### src/rtl/fsm_share_arb.sv
// Round-robin owner of one shared two-input Mealy FSM unit: grants it to one
// requester at a time, routes that requester's {a,b} in and {m,n} back.
module fsm_share_arb #(
  parameter int N        = 4,
  parameter int MAX_HOLD = 8
) (
  input  logic           clk,
  input  logic           rst,
  input  logic [N-1:0]   req,
  input  logic [2*N-1:0] ab_in,
  input  logic           fsm_m,
  input  logic           fsm_n,
  output logic [N-1:0]   gnt,
  output logic           fsm_a,
  output logic           fsm_b,
  output logic           fsm_rst_b,
  output logic [1:0]     mn_out,
  output logic           mn_valid,
  output logic           timeout,
  output logic [1:0]     state_dbg
);

  localparam int PW = $clog2(N);
  localparam int HW = $clog2(MAX_HOLD + 1);
  localparam logic [PW-1:0] LAST = PW'(N - 1);

  typedef enum logic [1:0] {
    IDLE  = 2'd0,
    GRANT = 2'd1,
    GAP   = 2'd2
  } state_t;

  state_t        state, state_n;
  logic [PW-1:0] ptr, ptr_n;
  logic [PW-1:0] owner, owner_n;
  logic [HW-1:0] hold_cnt, hold_n;
  logic [N-1:0]  gnt_n;
  logic          rst_b_n;
  logic          timeout_n;

  logic [PW-1:0] win;
  logic          win_vld;
  logic [PW:0]   sum;
  logic [PW-1:0] idx;

  // Handshake: req is a level held while the requester wants the unit; gnt[i]
  // high means slice i of ab_in drives the unit and mn_out/mn_valid belong to
  // requester i. A low req sampled at an edge ends ownership at that edge.

  // Rotating priority search starting at ptr.
  always_comb begin
    win     = '0;
    win_vld = 1'b0;
    sum     = '0;
    idx     = '0;
    for (int k = 0; k < N; k++) begin
      sum = {1'b0, ptr} + (PW+1)'(k);
      if (sum >= (PW+1)'(N)) sum = sum - (PW+1)'(N);
      idx = sum[PW-1:0];
      if (!win_vld && req[idx]) begin
        win_vld = 1'b1;
        win     = idx;
      end
    end
  end

  always_comb begin
    state_n   = state;
    owner_n   = owner;
    ptr_n     = ptr;
    hold_n    = hold_cnt;
    gnt_n     = gnt;
    rst_b_n   = fsm_rst_b;
    timeout_n = 1'b0;
    case (state)
      GRANT: begin
        // Voluntary drop has priority: timeout only fires if req is still high.
        if (!req[owner] || hold_cnt == HW'(MAX_HOLD - 1)) begin
          state_n   = GAP;
          gnt_n     = '0;
          rst_b_n   = 1'b0;
          ptr_n     = (owner == LAST) ? '0 : owner + PW'(1);
          timeout_n = req[owner];
        end else begin
          hold_n = hold_cnt + HW'(1);
        end
      end
      default: begin
        gnt_n = '0;
        if (win_vld) begin
          state_n    = GRANT;
          owner_n    = win;
          gnt_n[win] = 1'b1;
          rst_b_n    = 1'b1;
          hold_n     = '0;
        end else begin
          state_n = IDLE;
          rst_b_n = 1'b0;
        end
      end
    endcase
  end

  always_ff @(posedge clk or posedge rst) begin
    if (rst) begin
      state     <= IDLE;
      owner     <= '0;
      ptr       <= '0;
      hold_cnt  <= '0;
      gnt       <= '0;
      fsm_rst_b <= 1'b0;
      timeout   <= 1'b0;
    end else begin
      state     <= state_n;
      owner     <= owner_n;
      ptr       <= ptr_n;
      hold_cnt  <= hold_n;
      gnt       <= gnt_n;
      fsm_rst_b <= rst_b_n;
      timeout   <= timeout_n;
    end
  end

  always_comb begin
    fsm_a = 1'b0;
    fsm_b = 1'b0;
    if (state == GRANT) begin
      fsm_a = ab_in[{owner, 1'b1}];
      fsm_b = ab_in[{owner, 1'b0}];
    end
  end

  assign mn_out    = {fsm_m, fsm_n};
  assign mn_valid  = (state == GRANT);
  assign state_dbg = state;

endmodule

### config.mk
export PLATFORM = sky130hd
export DESIGN_NAME = fsm_share_arb
export DESIGN_NICKNAME = d
export VERILOG_FILES = /design/src/rtl/fsm_share_arb.sv
export SDC_FILE = /design/constraint.sdc
export NUM_CORES = 1
export LEC_CHECK = 0
export BUFFER_PORTS_ARGS = -buffer_cell sky130_fd_sc_hd__buf_4
export CORE_ASPECT_RATIO = 1.1
export CORE_MARGIN = 8
export CORE_UTILIZATION = 25
export CTS_BUF_LIST = sky130_fd_sc_hd__clkbuf_2 sky130_fd_sc_hd__clkbuf_4 sky130_fd_sc_hd__clkbuf_8
export DETAILED_ROUTE_END_ITERATION = 8
export MAX_ROUTING_LAYER = met4
export PLACE_DENSITY = 0.46
export SYNTH_ARGS = -nofsm -noshare
export SYNTH_HDL_FRONTEND = slang
export SYNTH_SLANG_ARGS = --single-unit
### constraint.sdc
create_clock -name clk -period 2.2 [get_ports clk]
set_input_delay 0.33 -clock clk [delete_from_list [all_inputs] [get_ports clk]]
set_output_delay 0.33 -clock clk [all_outputs]
set_load 0.01 [all_outputs]
==> Word-level counts from Yosys, hierarchy flattened <==
Index checks and enable logic that the tools add are counted.
{ "classes": {"magnitude_cmp": 13, "bitwise_logic": 1, "add_sub_neg": 9, "n_eq_ne": 5, "n_mux": 45, "reduce_logical": 13} }
{ "ops": {"columns": ["cell", "n"], "rows": [
  ["4-bit 2-to-1 mux", 6],
  ["2-bit 2-to-1 mux", 11],
  ["1-bit 2-to-1 mux", 20],
  ["2-bit by 3-bit < comparator with 1-bit output, second input constant", 6],
  ["1-bit binary-select mux with 2-bit select", 7],
  ["3-bit greater-or-equal comparator, second input constant", 3],
  ["3-bit by 4-bit < comparator with 1-bit output, second input constant", 2],
  ["2-bit by 1-bit subtractor with 2-bit output, second input constant", 4],
  ["2-bit by 2-bit adder with 3-bit output, second input constant", 2],
  ["2-bit AND reduction", 3],
  ["4-bit by 1-bit adder with 4-bit output, second input constant", 1],
  ["4-bit by 3-bit == test with 1-bit output, second input constant", 1],
  ["1-bit logical AND", 4],
  ["1-bit logical NOT", 4],
  ["2-bit by 1-bit adder with 3-bit output, second input constant", 1],
  ["2-bit by 3-bit greater-or-equal comparator with 1-bit output, second input constant", 1],
  ["2-bit by 1-bit adder with 2-bit output, second input constant", 1],
  ["1-bit demux with 2-bit select", 1],
  ["2-bit by 1-bit == test with 1-bit output, second input constant", 1],
  ["2-bit == test, second input constant", 1],
  ["2-bit by 1-bit greater-or-equal comparator with 1-bit output, second input constant", 1],
  ["2-bit by 1-bit inequality test with 1-bit output, second input constant", 1],
  ["2-bit inequality test, second input constant", 1],
  ["2-bit nonzero test", 1],
  ["other kinds (2)", 2]
]} }
{ "word_totals": {"out_inout_bits": 13, "elab_cells": 93, "inputBits": 16, "reg_bits": 16} }

==> Longest topological paths before layout <==
Gate-level depths: netlist (run 1).
{ "logic_depth": {"depth_word": 20, "mapped_depth": 6, "ltp_nobuf": 5} }

==> Least setup slack after synthesis (run 1) <==
No wires, ideal clock.
{ "synth_path": {"path_type": "reg-to-reg", "from": "register owner[0]", "to": "register gnt[3]", "setup_time_ps": 121, "arrival_ps": 1524, "path_stages_with_launch": 5, "slack_ps": 555, "path_buffers": 1, "required_time_ps": 2079, "synth_period_minus_slack_ps": 1645, "cell_sequence": "dfrtp_1 mux4_2 and3_1 buf_6 a22o_1"} }
{ "synth_between": {"elab_chain_len": 5} }
{ "synth_rtl": {"columns": ["element", "line_no", "text"], "rows": [
  ["from (decl)", "35", "logic [PW-1:0] owner, owner_n;"],
  ["from (signal assigned)", "115", "owner <= owner_n;"],
  ["1-bit binary-select mux with 2-bit select", "78", "if (!req[owner] || hold_cnt == HW'(MAX_HOLD - 1)) begin"],
  ["1-bit 2-to-1 mux (not written as such)", "78", null],
  ["1-bit logical NOT", "78", null],
  ["1-bit logical OR", "78", null],
  ["2-bit by 1-bit inequality test with 1-bit output (no line)", null, null],
  ["to (signal assigned)", "118", "gnt <= gnt_n;"],
  ["to (decl)", "13", "output logic [N-1:0] gnt,"]
]} }
No other way between the ends. The select of a mux whose other input is x is not followed.
A chain may end at the register's enable or synchronous reset.

==> Worst setup path in the final report (run 1) <==
{ "layout_path": {"from": "register owner[0]", "to": "output port fsm_a"} }
{ "layout_between": {"elab_chain_len": 3} }
{ "layout_rtl": {"columns": ["element", "line_no", "text"], "rows": [
  ["1-bit binary-select mux with 2-bit select", "128", "fsm_a = ab_in[{owner, 1'b1}];"],
  ["1-bit 2-to-1 mux (not written as such)", "128", null],
  ["1-bit 2-to-1 mux", "127", "if (state == GRANT) begin"],
  ["to (decl)", "14", "output logic fsm_a,"]
]} }
No other way between the ends. The select of a mux whose other input is x is not followed.

==> results by group, run 1 <==
Synthesis
  • Top cells by count, synth: 15 x dfrtp_1, 11 x nand2_1, 5 x nor2_1
  • Mapped Area: 833.3 µm²
  • Synth top area share: 0.4505
  • Yosys top cell by area: dfrtp_1
  • Post-synth ARST share: 1.000
  • Post-synth EDFFs: 0
  • Post-synth net total: between 90 and 100
  • Syn Area/Cell: ~11 µm²
  • Sequential fraction of the synthesis area: 0.4505
  • Library cells used by synthesis: 31
  • #FFs+latches synth: 15
  • Gate Count Post-Synth: 74
  • Yosys warns: 0
  • Count leader, synth: dfrtp_1
  • Main area contributors after synthesis: dfrtp_1 45%, mux4_1 6.3%, nand2_1 5.0%
  • Main synth FF type: dfrtp_1

Worst setup path
  • WS Path Type: reg2out
  • Worst Setup Start Kind: register
  • Crit Path Max Fanout: 6
  • Req. time, crit path: approximately 1.9 ns
  • Crit path max-delay cell type: mux4_1
  • Worst path arrival time: around 1.6 ns
  • Max incr delay on CP: between 0.5 and 0.6 ns
  • Worst-path cell chain: mux4_1 -> and2_1 -> buf_4
  • Crit end category: primary output

Die
  • Initial Utilization: 0.2544
  • Die Y: 76.55 µm
  • Core Area: ~3300 µm²
  • I/O Pins: 29
  • Cell Rows: 22
  • DIE AREA: roughly 5400 µm²
  • Die X: slightly above 70 µm

Power and ir drop
  • Design Power: around 0.0013 W
  • VDD IR max: around 290 µV
  • P_leak: about 0.52 nW
  • Power per cell area: between 1000 and 1500 nW/µm²

STA
  • Post-route clock period utilization: 0.8860
  • RSZ-0062 raised after global routing: no
  • Final Hold Vio Count: 0
  • Worst rel slew slack: 0.6201
  • Setup violations, final: 0
  • Final slew viol count: 0
  • Tmin final: about 2 ns
  • Fmax: ~0.51 GHz
  • Total negative slack: 0 ns
  • Actual slew at the worst max-slew pin: 0.5692 ns
  • Post-Route Skew: ~0.002 ns
  • Worst Setup Slack, final: about 0.25 ns

Clocking
  • CTS tree: yes
  • Hold buffers post-CTS: 0
  • Post-CTS setup repair buffer count: 0
  • Clk sinks: 15
  • PostCTS Resize Cnt: 0
  • Clk Tree Root Cell: clkbuf_4
  • CTS max path bufs: 2
  • H-tree levels: 1
  • Cts bufs inserted: 3
  • Clock Latency Late Sink: roughly 0.27 ns
  • Clock transition at path regs: around 0.08 ns

Placement
  • PortBufs: 24
  • DP Worst Slack: around 0.46 ns
  • Final HPWL DP: around 1500 µm
  • Final GP Congestion: 0.7381

Global route
  • Total GRT Usage: 0.07520
  • First-pass GRT wire length: 3256 µm
  • Antenna violations before repair: 0
  • Pin count of the biggest net entering global routing: 16
  • Vias in the first global route: ~670
  • GRT overflow: 0

Drt
  • Total Wirelength: roughly 1800 µm
  • Avg WL per Cell: roughly 14 µm
  • Pre-antenna DRT Iters: 4
  • Via count: 613
  • Drt first-iter violations: 22
  • Vias/cell: ~4.6
  • Remaining design rule violation count: 0
  • ANT nets after route: 0

Worst hold path
  • Min-Delay Path Class: in2async

Flow run
  • Max cap viols: 0

Layout
  • Nets: about 120
  • Fraction of layout cells with a size suffix above 1: 0.3608
  • Ant diodes: 0
  • Synth-to-layout area growth: 24.93%

Run status
  • Status: complete, no violations
metal layers:
metal | track usage | vias to the layer above | routed length (µm)
li1 | - | 310 | -
met1 | 0.08308 | 285 | 812
met2 | 0.1216 | 16 | 910
met3 | 0.02368 | 2 | 100
met4 | 0.03125 | 0 | 13
met5 | - | - | 0
where the power goes:
part           leakage [nW]  switching [W]  internal, W
Combinational         0.309       0.000306     0.000343
Clock                0.0184      0.0000819    0.0000826
Sequential            0.193       0.000107     0.000383
worst max-delay path, delay by kind of cell (launching register included):
family | cells | cell delay, ns
simple gates | 1 | 0.17
buf+inv | 1 | 0.13
flops | 1 | 0.47
mux | 1 | 0.57
metrics by stage:
stage               std cells  utilization  hold WS (ns)  instance area (µm²)
floorplan                  74            -        0.2315                833.3
global placement          129       0.3086        0.4325                 1011
detailed placement        129       0.3086        0.4272                 1011
CTS                       133       0.3178        0.1190                 1041
global route              133       0.3178        0.1548                 1041
finish                    133       0.3178        0.1049                 1041
cell families after synthesis:
logic type	share of synthesized area
muxes	0.1667
adders and majority gates	0.03003
buffers and inverters	0.06155
and+or+nand+nor	0.1772
DFF	0.4505
AOI/OAI and AO/OA	0.1141
cell usage in the layout (no fill, tap or decap), drive strengths merged, types with 2 or more instances in the layout:
cell type / Yosys / layout
nand2b: 2 / 2
clkbuf: 1 / 4
dfrtp: 15 / 15
nand3: 3 / 3
mux2i: 3 / 3
mux4: 3 / 3
a21oi: 2 / 2
nand2: 11 / 11
o21ai: 2 / 2
mux2: 3 / 3
a21o: 2 / 2
buf: 4 / 24
and2: 2 / 2
ha: 2 / 2
nor2: 5 / 5
area by class of cell:
| type | count | area [µm²] |
|---|---|---|
| sequential | 15 | 375.4 |
| multi-input combinational | 53 | 406.6 |
| fill | 347 | 2235 |
| tap | 36 | 45.04 |
| clock buffer | 4 | 30.03 |
| inverter | 1 | 3.754 |
| timing repair buffer | 24 | 180.2 |
registers in the layout (all words and copies together), names as in the netlist:
| signal | flops |
|---|---|
| state_dbg | 2 |
| hold_cnt | 4 |
| ptr | 2 |
| gnt | 4 |
| owner | 2 |
| timeout | 1 |
path summary, 6_finish.rpt:
check,start,to,slack (ns),cells after the start
worst max register to register,owner[0],hold_cnt[3],0.46,4
worst min register to register,hold_cnt[3],hold_cnt[3],0.47,1
max in group asynchronous,rst,gnt[1],1.72,2
min in group clk,req[1],gnt[1],0.42,3
worst min-delay path,rst,state_dbg[0],0.10,2
worst max-delay path,owner[0],fsm_a,0.25,3
Note: power is estimated with default switching activity, not from simulation.
==> run 2, diff against run 1 <==
--- a/config.mk
+++ b/config.mk
@@ -12,7 +12,7 @@
 export CTS_BUF_LIST = sky130_fd_sc_hd__clkbuf_2 sky130_fd_sc_hd__clkbuf_4 sky130_fd_sc_hd__clkbuf_8
 export DETAILED_ROUTE_END_ITERATION = 8
 export MAX_ROUTING_LAYER = met4
-export PLACE_DENSITY = 0.46
+export PLACE_DENSITY_LB_ADDON = 0.05
 export SYNTH_ARGS = -nofsm -noshare
 export SYNTH_HDL_FRONTEND = slang
 export SYNTH_SLANG_ARGS = --single-unit
==> run 2 against run 1 <==
Compared with the run above:
- combinational power rose by 2%
- worst setup slack got worse by 0.035 ns
- sequential power rose by 1%
- total power increased by 1.5%
- sequential cell count stayed put
- clock skew barely moved
- clock power barely moved
- die area unchanged
- non-clock buffer count unchanged
- count of clock-buffer cells in the layout unchanged
- final cell count did not move
- sequential share of layout area is the same
- highest routed layer unchanged
==> results by group, run 2 (synthesized netlist as in run 1, its figures left out) <==
Run status
  • Status: complete, no violations

Placement
  • PortBufs: 24
  • Post-Place Cells: 129
  • Final HPWL DP: ~1500 µm
  • Final GP Congestion: slightly below 0.8
  • DP Worst Slack: around 0.42 ns

Drt
  • Pre-antenna DRT Iters: 4
  • Total Wirelength: between 1500 and 2000 µm
  • Vias/cell: 4.789
  • Remaining design rule violation count: 0
  • Avg WL per Cell: about 14 µm
  • Drt first-iter violations: 15
  • ANT nets after route: 0
  • Via count: between 600 and 700

Global route
  • GRT overflow: 0
  • First-pass GRT wire length: around 3300 µm
  • Antenna violations before repair: 0
  • Pin count of the biggest net entering global routing: 16
  • Vias in the first global route: 681
  • Total GRT Usage: 0.07686

STA
  • Setup violations, final: 0
  • Final slew viol count: 0
  • RSZ-0062 raised after global routing: no
  • Post-route clock period utilization: 0.9018
  • Worst Setup Slack, final: ~0.22 ns
  • Fmax: 0.5040 GHz
  • Worst rel slew slack: 0.6146
  • Final Hold Vio Count: 0
  • Total negative slack: 0 ns
  • Actual slew at the worst max-slew pin: just under 0.6 ns
  • Tmin final: ~2.0 ns
  • Post-Route Skew: between 0.002 and 0.0025 ns

Worst setup path
  • Crit path buf inv count: 1
  • R2R Path End: hold_cnt[3]
  • Worst path arrival time: roughly 1.7 ns
  • Req. time, crit path: approximately 1.9 ns
  • Max incr delay on CP: 0.58 ns
  • Crit Path Max Fanout: 6
  • Path depth of the worst reg2reg path: 4
  • Crit end category: primary output
  • FF-to-FF setup slack: between 0.4 and 0.5 ns
  • WS Path Type: reg2out
  • Worst Setup Start Kind: register
  • Worst-path cell chain: mux4_1 -> and2_1 -> buf_4
  • Crit path max-delay cell type: mux4_1
  • Largest delay share family, worst path: multiplexers
  • R2R Path Start: owner[0]

Layout
  • Top Registers: gnt x4, hold_cnt x4
  • Area of the multi-input gates: roughly 410 µm²
  • Commonest non-fill, non-tap cells in the layout: 24 x buf_4, 15 x dfrtp_1, 11 x nand2_1
  • Post-route insts no fill: 133
  • Fraction of layout cells with a size suffix above 1: 0.3608
  • Nets: 116
  • Ant diodes: 0
  • Register area: between 300 and 400 µm²
  • Synth-to-layout area growth: 24.93%
  • Commonest non-fill, non-tap cell in the layout: buf_4
  • Filler Cell Count: 349

Clocking
  • Hold buffers post-CTS: 0
  • CTS tree: yes
  • Clock transition at path regs: around 0.090 ns
  • Clk Tree Root Cell: clkbuf_4
  • CTS max path bufs: 2
  • PostCTS Resize Cnt: 0
  • H-tree levels: 1
  • Clock Latency Late Sink: roughly 0.28 ns
  • Clk sinks: 15
  • Post-CTS setup repair buffer count: 0
  • Cts bufs inserted: 3

Die
  • Core Area: 3276 µm²
  • Initial Utilization: 0.2544
  • Die X: approximately 71 µm
  • I/O Pins: 29
  • Die Y: between 70 and 80 µm
  • Cell Rows: 22
  • DIE AREA: about 5400 µm²

Worst hold path
  • Min-Delay Path Class: in2async

Power and ir drop
  • Switch Pwr: 0.0005114 W
  • P_leak: approximately 0.52 nW
  • Logic pwr share: 0.500
  • Sw frac: 0.3865
  • Clk pwr share: 0.125
  • Power per cell area: 1271 nW/µm²
  • VDD IR max: between 300 and 400 µV
  • Cell Int Power: ~0.00081 W
  • Flop pwr share: 0.374

Flow run
  • Max cap viols: 0
## run 2: worst reg2reg max path: stages, from the launching register on
cell	delay, ns
dfrtp_1	0.49
mux4_2	0.59
and3_1	0.31
nand4_2	0.13
mux2i_1	0.19
## run 2: routing by layer
layer / vias up / part of all wire / global-route usage / wire length [µm]
met4: 0 / 0.0063 / 0.03125 / 12
met1: 313 / 0.47 / 0.09231 / 902
met2: 12 / 0.48 / 0.1133 / 912
met5: - / 0 / - / 0
li1: 310 / - / - / -
met3: 2 / 0.039 / 0.02763 / 75
## run 2: power groups by stage
stage / sequential [W] / clock, W / combinational [W]
2_1_floorplan: 0.000497 / 0 / 0.000466
3_3_place_gp: 0.000505 / 0 / 0.000675
3_5_place_dp: 0.000505 / 0 / 0.000677
4_1_cts: 0.000499 / 0.000177 / 0.000678
5_1_grt: 0.000517 / 0.000194 / 0.000739
6_report: 0.000495 / 0.000166 / 0.000662
## run 2: worst max path at each step
stage | startpoint | slack, ns | cells past startpoint | endpoint
after global routing | owner[0] | 0.10 | 3 | fsm_a
after detailed placement | owner[0] | 0.42 | 4 | hold_cnt[3]
after floorplan | owner[0] | 0.55 | 4 | gnt[3]
final | owner[0] | 0.22 | 3 | fsm_a
after global placement | owner[0] | 0.45 | 3 | ptr[1]
after CTS | owner[0] | 0.18 | 3 | fsm_a
## run 2: cell type report
| cell class | count | share of cell area |
|---|---|---|
| clock buffer | 4 | 0.02885 |
| inverter | 1 | 0.003606 |
| multi-input combinational | 53 | 0.3906 |
| sequential | 15 | 0.3606 |
| tap | 36 | 0.04327 |
| timing repair buffer | 24 | 0.1731 |
## run 2: stage by stage
| step | hold WS, ns | util | total power, W | area, µm² |
|---|---|---|---|---|
| global route | 0.1420 | 0.3178 | 0.001450 | 1041 |
| finish | 0.1070 | 0.3178 | 0.001323 | 1041 |
| detailed placement | 0.4357 | 0.3086 | 0.001182 | 1011 |
| floorplan | 0.2315 | - | 0.0009629 | 833.3 |
| CTS | 0.1199 | 0.3178 | 0.001353 | 1041 |
| global placement | 0.4552 | 0.3086 | 0.001180 | 1011 |
==> run 3, diff against run 2 <==
--- a/config.mk
+++ b/config.mk
@@ -5,7 +5,9 @@
 export SDC_FILE = /design/constraint.sdc
 export NUM_CORES = 1
 export LEC_CHECK = 0
+export ABC_AREA = 1
 export BUFFER_PORTS_ARGS = -buffer_cell sky130_fd_sc_hd__buf_4
+export CAP_MARGIN = 20
 export CORE_ASPECT_RATIO = 1.1
 export CORE_MARGIN = 8
 export CORE_UTILIZATION = 25
==> run 3 against run 2 <==
Compared with the run above:
- sequential power up 2%
- clock power up 44%
- combinational power up 90%
- routed wire length up 48%
- sequential share of layout area down 8.6 points
- synthesized cell count up 120%
- sequential cell count unchanged
- via count up 64%
- critical endpoint is now hold_cnt[3]
==> results by group, run 3 <==
Worst setup path
  • WS Path Type: reg2reg
  • Path depth of the worst reg2reg path: 10
  • Crit path max-delay cell type: dfrtp_1
  • Worst Setup Start Kind: register
  • Req. time, crit path: 2.34 ns
  • Crit Path Max Fanout: 11
  • Worst-path cell chain: inv_2 -> nand2_1 -> nand3_1 -> nand2_2 -> nor2_4 -> nand3_2 -> nand2_4 -> nand2_4 -> nand2_1 -> o21ai_2
  • Worst path arrival time: 1.84 ns
  • Crit end category: register
  • Max incr delay on CP: 0.52 ns

Layout
  • Commonest non-fill, non-tap cells in the layout: 52 x nand2_1, 24 x buf_4, 17 x inv_1
  • Top Registers: gnt x4, hold_cnt x4
  • Ant diodes: 0
  • Commonest non-fill, non-tap cell in the layout: nand2_1
  • Area of the multi-input gates: around 610 µm²
  • Synth-to-layout area growth: 23.28%
  • Nets: a little over 200
  • Filler Cell Count: between 400 and 500
  • Register area: between 300 and 400 µm²
  • Post-route insts no fill: ~240
  • Fraction of layout cells with a size suffix above 1: 0.2941

Drt
  • ANT nets after route: 0
  • Total Wirelength: 2807 µm
  • Avg WL per Cell: approximately 12 µm
  • Drt first-iter violations: approximately 50
  • Vias/cell: around 4.3
  • Pre-antenna DRT Iters: 4
  • Remaining design rule violation count: 0
  • Via count: roughly 1000

Synthesis
  • Main combinational cell family by area after synthesis: simple AND/OR/NAND/NOR gates
  • Count leader, synth: nand2_1
  • Sequential fraction of the synthesis area: 0.3390
  • Mux share of post-synthesis cell area: 0
  • Post-synth EDFFs: 0
  • Post-synth ARST share: 1.000
  • Yosys warns: 0
  • #FFs+latches synth: 15
  • Main area contributors after synthesis: dfrtp_1 34%, nand2_1 18%, nand3_1 7.2%
  • Library cells used by synthesis: 25
  • Post-synth net total: about 180
  • Compound-Gate Fraction of Synth Area: 0.07345
  • Syn Area/Cell: between 6 and 7 µm²
  • Adder-Cell Fraction of Synth Area: 0.02260
  • Main synth FF type: dfrtp_1
  • Top cells by count, synth: 52 x nand2_1, 17 x inv_1, 16 x nand3_1, 16 x nor2_1, 15 x dfrtp_1
  • Post-Synth XOR/XNOR Area: 0.007910
  • Synth top area share: 0.3390
  • Yosys top cell by area: dfrtp_1
  • Gate Count Post-Synth: between 150 and 200
  • Mapped Area: roughly 1100 µm²
  • Synth Area in Simple Gates: 0.4475

Die
  • Die X: 79.46 µm
  • Cell Rows: 25
  • I/O Pins: 29
  • Initial Utilization: 0.2584
  • Die Y: 85.80 µm
  • DIE AREA: approximately 6800 µm²
  • Core Area: about 4300 µm²

STA
  • Actual slew at the worst max-slew pin: between 0.5 and 0.6 ns
  • Setup violations, final: 0
  • Total negative slack: 0 ns
  • Final Hold Vio Count: 0
  • Final slew viol count: 0
  • Fmax: roughly 0.59 GHz
  • Post-route clock period utilization: 0.7743
  • RSZ-0062 raised after global routing: no
  • Post-Route Skew: between 0.001 and 0.0015 ns
  • Worst rel slew slack: 0.6071
  • Tmin final: ~1.7 ns

Power and ir drop
  • P_leak: roughly 0.74 nW
  • Power per cell area: 1467 nW/µm²
  • VDD IR max: ~450 µV

Run status
  • Status: complete, no violations

Clocking
  • Clk sinks: 15
  • Clock transition at path regs: 0.06 ns
  • PostCTS Resize Cnt: 0
  • CTS tree: yes
  • CTS max path bufs: 2
  • Clk Tree Root Cell: clkbuf_8
  • H-tree levels: 1
  • Hold buffers post-CTS: 0
  • Post-CTS setup repair buffer count: 0
  • Clock Latency Late Sink: 0.25 ns
  • Cts bufs inserted: 3

Global route
  • Pin count of the biggest net entering global routing: 16
  • First-pass GRT wire length: 4864 µm
  • Vias in the first global route: a little over 1000
  • GRT overflow: 0
  • Total GRT Usage: 0.09149
  • Antenna violations before repair: 0

Placement
  • PortBufs: 24
  • Final GP Congestion: 0.7760
  • Final HPWL DP: ~2200 µm
  • Post-Place Cells: 237

Worst hold path
  • Min-Delay Path Class: in2async

Flow run
  • Max cap viols: 0
run 3: cell type report:
cell class                 instances  share of cell area
tap                               54             0.04950
multi-input combinational        122              0.4473
inverter                          22             0.06049
sequential                        15              0.2750
clock buffer                       4             0.03575
timing repair buffer              24              0.1320
run 3: worst max-delay path: cells and delay by family (launching register included):
family / cells / cell delay (ns)
AOI/OAI and AO/OA: 1 / 0.05
and+or+nand+nor: 8 / 0.82
buffers and inverters: 1 / 0.20
DFF: 1 / 0.52
run 3: layer usage:
layer / track usage / wire length [µm] / vias to the layer above
met3: 0.02301 / 64 / 4
met5: - / 0 / -
met4: 0.02024 / 18 / 0
met2: 0.1521 / 1420 / 11
met1: 0.1075 / 1303 / 476
li1: - / - / 552
run 3: logic make-up (layout without fill, tap and decap cells):
group / Yosys count / after routing
fa+ha+maj: 2 / 2
flops: 15 / 15
xor+xnor: 1 / 1
compound gates: 14 / 14
buf+inv: 27 / 50
simple gates: 105 / 105
run 3: path summary, 6_finish.rpt:
check	from	to	slack, ns
setup / recovery	ptr[0]	hold_cnt[3]	0.50
hold / removal	rst	gnt[0]	0.15
setup reg to reg	ptr[0]	hold_cnt[3]	0.50
hold reg to reg	gnt[2]	gnt[2]	0.48
max in group asynchronous	rst	ptr[1]	1.67
min in group clk	gnt[2]	gnt[2]	0.48
run 3: stage by stage:
stage / util / area [µm²] / worst slack, ns / power (W) / hold slack, ns
floorplan: - / 1107 / 0.8369 / 0.001461 / 0.2315
global placement: 0.3072 / 1316 / 0.5083 / 0.001787 / 0.4387
detailed placement: 0.3072 / 1316 / 0.4930 / 0.001782 / 0.4443
CTS: 0.3185 / 1365 / 0.4765 / 0.002038 / 0.1675
global route: 0.3185 / 1365 / 0.2899 / 0.002245 / 0.2096
finish: 0.3185 / 1365 / 0.4966 / 0.002003 / 0.1468
run 3: report_power, final:
part / total, W / internal, W / switching, W
registers: 0.000507 / 0.000376 / 0.000131
logic: 0.00126 / 0.000460 / 0.000797
clock network: 0.000239 / 0.000141 / 0.0000986
total: 0.00200 / 0.000977 / 0.00103
